File: src/rtl/seq_divider32.sv
// Multi-cycle restoring divider with a start/busy/done handshake; one quotient bit per cycle.
// Define SIGNED_DIV_EN to build signed (truncating) division selected by sgn.
module seq_divider32 #(
    parameter int unsigned WIDTH = 32
) (
    input  logic             clk,
    input  logic             rst_n,
    input  logic             start,
    input  logic [WIDTH-1:0] A,
    input  logic [WIDTH-1:0] B,
    input  logic             sgn,
    output logic             busy,
    output logic             done,
    output logic [WIDTH-1:0] Q,
    output logic [WIDTH-1:0] R,
    output logic             dz
);

    localparam int unsigned CW = $clog2(WIDTH);

    typedef enum logic [1:0] {
        S_IDLE,
        S_CALC,
        S_FIN
    } state_t;

    state_t           r_state;
    logic [WIDTH-1:0] r_dvd;
    logic [WIDTH-1:0] r_rem;
    logic [WIDTH-1:0] r_div;
    logic [CW-1:0]    r_cnt;
    logic             r_dz_pend;

    logic [WIDTH:0]   w_shift;
    logic [WIDTH+1:0] w_sub;
    logic             w_borrow;
    logic             w_accept;
    logic             w_b_zero;
    logic [WIDTH-1:0] w_mag_a;
    logic [WIDTH-1:0] w_mag_b;

    // Full WIDTH+1-bit partial remainder so divisors with the MSB set cannot wrap.
    assign w_shift  = {r_rem, r_dvd[WIDTH-1]};
    assign w_sub    = {1'b0, w_shift} - {2'b00, r_div};
    assign w_borrow = w_sub[WIDTH+1];
    assign w_accept = (r_state == S_IDLE) && start && !done;
    assign w_b_zero = (B == '0);

`ifdef SIGNED_DIV_EN
    logic r_neg_q;
    logic r_neg_r;
    logic w_a_neg;
    logic w_b_neg;

    assign w_a_neg = sgn && A[WIDTH-1];
    assign w_b_neg = sgn && B[WIDTH-1];
    assign w_mag_a = w_a_neg ? (~A + 1'b1) : A;
    assign w_mag_b = w_b_neg ? (~B + 1'b1) : B;

    always_ff @(posedge clk) begin
        if (!rst_n) begin
            r_neg_q <= 1'b0;
            r_neg_r <= 1'b0;
        end else if (w_accept) begin
            r_neg_q <= w_a_neg ^ w_b_neg;
            r_neg_r <= w_a_neg;
        end
    end
`else
    logic w_unused_sgn;

    assign w_unused_sgn = sgn;
    assign w_mag_a      = A;
    assign w_mag_b      = B;
`endif

    always_ff @(posedge clk) begin
        if (!rst_n) begin
            r_state   <= S_IDLE;
            r_dvd     <= '0;
            r_rem     <= '0;
            r_div     <= '0;
            r_cnt     <= '0;
            r_dz_pend <= 1'b0;
            busy      <= 1'b0;
            done      <= 1'b0;
            Q         <= '0;
            R         <= '0;
            dz        <= 1'b0;
        end else begin
            done <= 1'b0;
            case (r_state)
                S_IDLE: begin
                    if (w_accept) begin
                        r_rem     <= '0;
                        r_cnt     <= '0;
                        busy      <= 1'b1;
                        r_dz_pend <= w_b_zero;
                        r_div     <= w_mag_b;
                        // On divide-by-zero the raw dividend is kept for R.
                        r_dvd     <= w_b_zero ? A : w_mag_a;
                        r_state   <= w_b_zero ? S_FIN : S_CALC;
                    end
                end
                S_CALC: begin
                    if (w_borrow) begin
                        r_rem <= w_shift[WIDTH-1:0];
                        r_dvd <= {r_dvd[WIDTH-2:0], 1'b0};
                    end else begin
                        r_rem <= w_sub[WIDTH-1:0];
                        r_dvd <= {r_dvd[WIDTH-2:0], 1'b1};
                    end
                    r_cnt <= r_cnt + 1'b1;
                    if (r_cnt == CW'(WIDTH - 1)) begin
                        r_state <= S_FIN;
                    end
                end
                S_FIN: begin
                    if (r_dz_pend) begin
                        Q <= '1;
                        R <= r_dvd;
                    end else begin
`ifdef SIGNED_DIV_EN
                        Q <= r_neg_q ? (~r_dvd + 1'b1) : r_dvd;
                        R <= r_neg_r ? (~r_rem + 1'b1) : r_rem;
`else
                        Q <= r_dvd;
                        R <= r_rem;
`endif
                    end
                    dz      <= r_dz_pend;
                    done    <= 1'b1;
                    busy    <= 1'b0;
                    r_state <= S_IDLE;
                end
                default: begin
                    r_state <= S_IDLE;
                    busy    <= 1'b0;
                end
            endcase
        end
    end

endmodule

File: config.mk
export PLATFORM = sky130hd
export DESIGN_NAME = seq_divider32
export DESIGN_NICKNAME = d
export VERILOG_FILES = /design/src/rtl/seq_divider32.sv
export SDC_FILE = /design/constraint.sdc
export NUM_CORES = 1
export LEC_CHECK = 0
export CAP_MARGIN = 20
export CORE_UTILIZATION = 50
export DETAILED_ROUTE_END_ITERATION = 8
export GPL_TIMING_DRIVEN = 1
export MAX_ROUTING_LAYER = met4
export PLACE_DENSITY = 0.77
export SYNTH_ARGS = -nofsm -noshare
export SYNTH_HDL_FRONTEND = slang
export SYNTH_SLANG_ARGS = --single-unit
File: constraint.sdc
create_clock -name clk -period 2.85 [get_ports clk]
set_input_delay 0.285 -clock clk [delete_from_list [all_inputs] [get_ports clk]]
set_output_delay 0.285 -clock clk [all_outputs]
set_load 0.02 [all_outputs]
==> results.ini <==
[outcome]
outcome = finished clean

[layout]
regArea_um2 = 3430
layoutNonFillerInstCount = 1491
relative_area_change_from_synthesis_to_final_layout_pct = 27.2
area_used_by_multi_input_combinational_logic_um2 = 5270
postLayoutCoreUtil_pct = 65.8
final.fill_count = 1516
antenna_cells = 0
layout-drive-gt1-share_pct = 8.93
nets = 1356

[setup_path]
critPathRequiredTime_ps = 3220
rr_worst_depth = 11
critical_path.startpoint_type = register
r2r_start = r_rem[3]$_SDFFE_PN0P_
top_fanout_value_on_the_critical_path = 7
critical_path_class = register to register
worst_ep_arrival_time_ps = 3110
timing.rr.end = r_rem[24]$_SDFFE_PN0P_
r2r_setup_slack_ps = 110
crit_path_end_kind = register

[yosys]
synth_enable_flop_cells = 0
ys_seq_elements = 171
synthesis.instances = 1134
ys_seq_area_share_pct = 37.7
async_flop_share_pct = 0
yosys_warnings = 0
synth.net_count = 1237
synth_cell_types = 57
synth_area_um2 = 9080
prevailing_post_synth_register_cell = sky130_fd_sc_hd__dfxtp_1
syn-mean-instance-area_um2 = 8.00

[pwr]
seq_power_share_pct = 24.4
p_comb_share_pct = 55.6
p_per_cell_area_nw_per_um2 = 1070
power.share.clock_pct = 19.9
ir_drop_uv = 748
swShare_pct = 41.6
net_switching_power_figure_mw = 5.13
cellInternalPower_mw = 7.20
totalPowerFinal_mw = 12.3
static-leakage-power_nw = 5.09

[hold_path]
hold_start = rst_n
hold_class = input port to register
worst_hold_path.num_cells = 2
hold_end = r_dvd[29]$_SDFFE_PN0P_

[floorplanning]
std_cell_rows = 48
die_w_um = 137
chipHeight_um = 137
core_area_um2 = 17500
floorplan.initialDensity_pct = 51.8
die_area_um2 = 18700
ioPinCount = 135

[drt]
post-route-drc-count = 0
wire_per_inst_um = 16.2
dr_vias = 8571
drt-vias-per-instance = 5.75
detail_route.iter0.violations = 722
route.antenna.remaining_nets = 0
routed_wl_um = 24200
drt_pre_antenna_iters = 5

[clock_network]
clk_latency_ps = 440
htree_depth = 4
tritoncts.num_buffers = 17
cts_root_buffer = sky130_fd_sc_hd__clkbuf_16
cts.sink_count = 171
ctsLongestPathBuffers = 2
cts_tree = built
path_clk_slew_ps = 70
ctsHoldBuffers = 0

[timing]
worst_slew_pin_slew_ps = 985
maxSlewViolCount = 0
setup_slack_of_the_critical_path_after_layout_ps = 113
hold_viol_final = 0
timing.final.crit_period_ps = 2740
achievable-frequency_mhz = 365
fin_worst_skew_ps = 9.70
share_of_the_clock_period_used_by_the_worst_path_after_layout_pct = 96.0
slew_headroom_pct = 34.3
report.final.setup_viol = 0

[placement]
gp_routability_congestion = 0.903
port_buffers = 133
place_hpwl_um = 16700
placement_stage_worst_setup_slack_ps = 1.87
number_of_cells_in_the_design_after_placement = 1458

[grt]
grt_antenna_before_repair = 0
globalRouteTotalUtil_pct = 26.9
grt-ovfl-total = 0
first_global_vias = 7535
grt_max_degree = 115
grt_pass1_wl_um = 38400

[job]
max_cap_viol_count = 0

==> state kept, by name, summed over array words and instances, names as in the netlist <==
register,count
R,32
Q,32
r_rem,32
done,1
busy,1
dz,1
r_cnt,5
r_dvd,32
r_dz_pend,1
r_state,2
r_div,32
==> power groups by stage <==
stage          logic [mW]  clock network [mW]  registers, mW
2_1_floorplan        4.39                   0           2.89
3_3_place_gp         6.53                   0           3.03
3_5_place_dp         6.55                   0           3.04
4_1_cts              6.60                2.48           2.98
5_1_grt              7.49                2.60           3.03
6_report             6.86                2.46           3.01
==> worst max path at each step <==
stage	start	to	slack (ps)
floorplan	r_dvd[31]$_SDFFE_PN0P_	r_rem[24]$_SDFFE_PN0P_	130
global placement	r_dvd[31]$_SDFFE_PN0P_	r_rem[30]$_SDFFE_PN0P_	30
detailed placement	r_dvd[31]$_SDFFE_PN0P_	r_rem[30]$_SDFFE_PN0P_	2
CTS	r_dvd[31]$_SDFFE_PN0P_	r_rem[30]$_SDFFE_PN0P_	40
global route	r_div[4]$_SDFFE_PN0P_	r_rem[24]$_SDFFE_PN0P_	-2
finish	r_rem[3]$_SDFFE_PN0P_	r_rem[24]$_SDFFE_PN0P_	110
==> layout make-up <==
| cell class | count | share of cell area [%] |
|---|---|---|
| Multi-Input combinational cell | 838 | 45.6 |
| Sequential cell | 171 | 29.7 |
| Timing Repair Buffer | 187 | 15.6 |
| Clock buffer | 18 | 3.80 |
| Tap cell | 225 | 2.44 |
| Clock inverter | 14 | 1.63 |
| Inverter | 38 | 1.24 |
==> placed cells by master, fill, tap and decap left out, types with 5 or more instances in the layout <==
master / n
sky130_fd_sc_hd__nor4_1: 10
sky130_fd_sc_hd__xnor2_1: 13
sky130_fd_sc_hd__buf_12: 5
sky130_fd_sc_hd__nand2_1: 218
sky130_fd_sc_hd__a21oi_1: 35
sky130_fd_sc_hd__ha_1: 30
sky130_fd_sc_hd__o21ai_0: 24
sky130_fd_sc_hd__a21boi_0: 38
sky130_fd_sc_hd__mux2i_1: 35
sky130_fd_sc_hd__clkbuf_16: 17
sky130_fd_sc_hd__a32oi_1: 7
sky130_fd_sc_hd__nand4_1: 12
sky130_fd_sc_hd__xor2_1: 11
sky130_fd_sc_hd__o211a_1: 64
sky130_fd_sc_hd__a31oi_1: 5
sky130_fd_sc_hd__dfxtp_1: 167
sky130_fd_sc_hd__buf_4: 50
sky130_fd_sc_hd__nand3_1: 110
sky130_fd_sc_hd__nor3_1: 38
sky130_fd_sc_hd__clkdlybuf4s50_1: 132
sky130_fd_sc_hd__nor3b_1: 33
sky130_fd_sc_hd__nand2b_1: 8
sky130_fd_sc_hd__and2_1: 7
sky130_fd_sc_hd__o21bai_1: 7
sky130_fd_sc_hd__nor2_1: 56
sky130_fd_sc_hd__a21o_1: 11
sky130_fd_sc_hd__inv_1: 38
sky130_fd_sc_hd__nor2b_1: 6
==> metrics by stage <==
step / setup TNS (ps) / instance area (µm²) / hold slack (ps)
3_3_place_gp: 0 / 10800 / 453
4_1_cts: 0 / 11500 / 240
5_1_grt: -2.24 / 11500 / 252
2_1_floorplan: 0 / 9080 / 430
3_5_place_dp: 0 / 10800 / 460
6_report: 0 / 11500 / 256
==> worst max-delay path: stages (launching register included) <==
cell and delay [ps]:
sky130_fd_sc_hd__dfxtp_1 400, sky130_fd_sc_hd__ha_2 290, sky130_fd_sc_hd__o211a_1 160, sky130_fd_sc_hd__o211a_1 200, sky130_fd_sc_hd__o41ai_4 90, sky130_fd_sc_hd__a21oi_2 160
sky130_fd_sc_hd__o211ai_1 100, sky130_fd_sc_hd__a21o_1 230, sky130_fd_sc_hd__o31a_1 280, sky130_fd_sc_hd__buf_12 150, sky130_fd_sc_hd__or4_1 520, sky130_fd_sc_hd__nand3_1 90
==> metal layers <==
metal | track usage, % | routed length [µm]
met5 | - | 0
met4 | 7.90 | 459
met3 | 3.78 | 1470
met2 | 40.1 | 10600
met1 | 37.6 | 11700
==> synth_stat cells (all sizes together) (5+ instances only) <==
| master | n | area share [%] |
|---|---|---|
| clkbuf | 73 | 3.0 |
| nand4 | 12 | 0.83 |
| o211a | 64 | 7.1 |
| mux2i | 35 | 3.9 |
| and2 | 7 | 0.48 |
| o21ai | 26 | 1.4 |
| a21oi | 39 | 2.2 |
| a32oi | 7 | 0.68 |
| nand2b | 9 | 0.62 |
| inv | 38 | 1.6 |
| xor2 | 11 | 1.1 |
| nor3 | 38 | 2.1 |
| dfxtp | 171 | 38 |
| xnor2 | 13 | 1.3 |
| a21boi | 38 | 3.1 |
| nor3b | 33 | 2.7 |
| o21bai | 7 | 0.58 |
| buf | 14 | 0.62 |
| nor4 | 10 | 0.69 |
| nor2 | 57 | 2.4 |
| a31oi | 5 | 0.34 |
| a21o | 12 | 1.0 |
| ha | 34 | 4.7 |
| nor2b | 7 | 0.48 |
| nand3 | 110 | 6.1 |
| nand2 | 218 | 9.0 |
==> cell families (layout without fill, tap and decap cells) <==
family                   Yosys count  count (layout)  share of synthesized area, %
multiplexers                      35              35                          3.86
XOR/XNOR                          24              24                          2.32
adder cells (fa/ha/maj)           35              35                          4.91
buffers and inverters            125             257                          5.22
AND/OR/NAND/NOR                  513             513                          26.3
AO/OA/AOI/OAI                    231             231                          19.7
flip-flops                       171             171                          37.7
==> timing repair <==
item / in CTS / in global routing
resized for setup: 1 / 17
setup buffers: 0 / 1
pin swaps: 0 / 13
endpoints found under the setup margin: 4 / 13
Power figures use the tool's default switching activity.
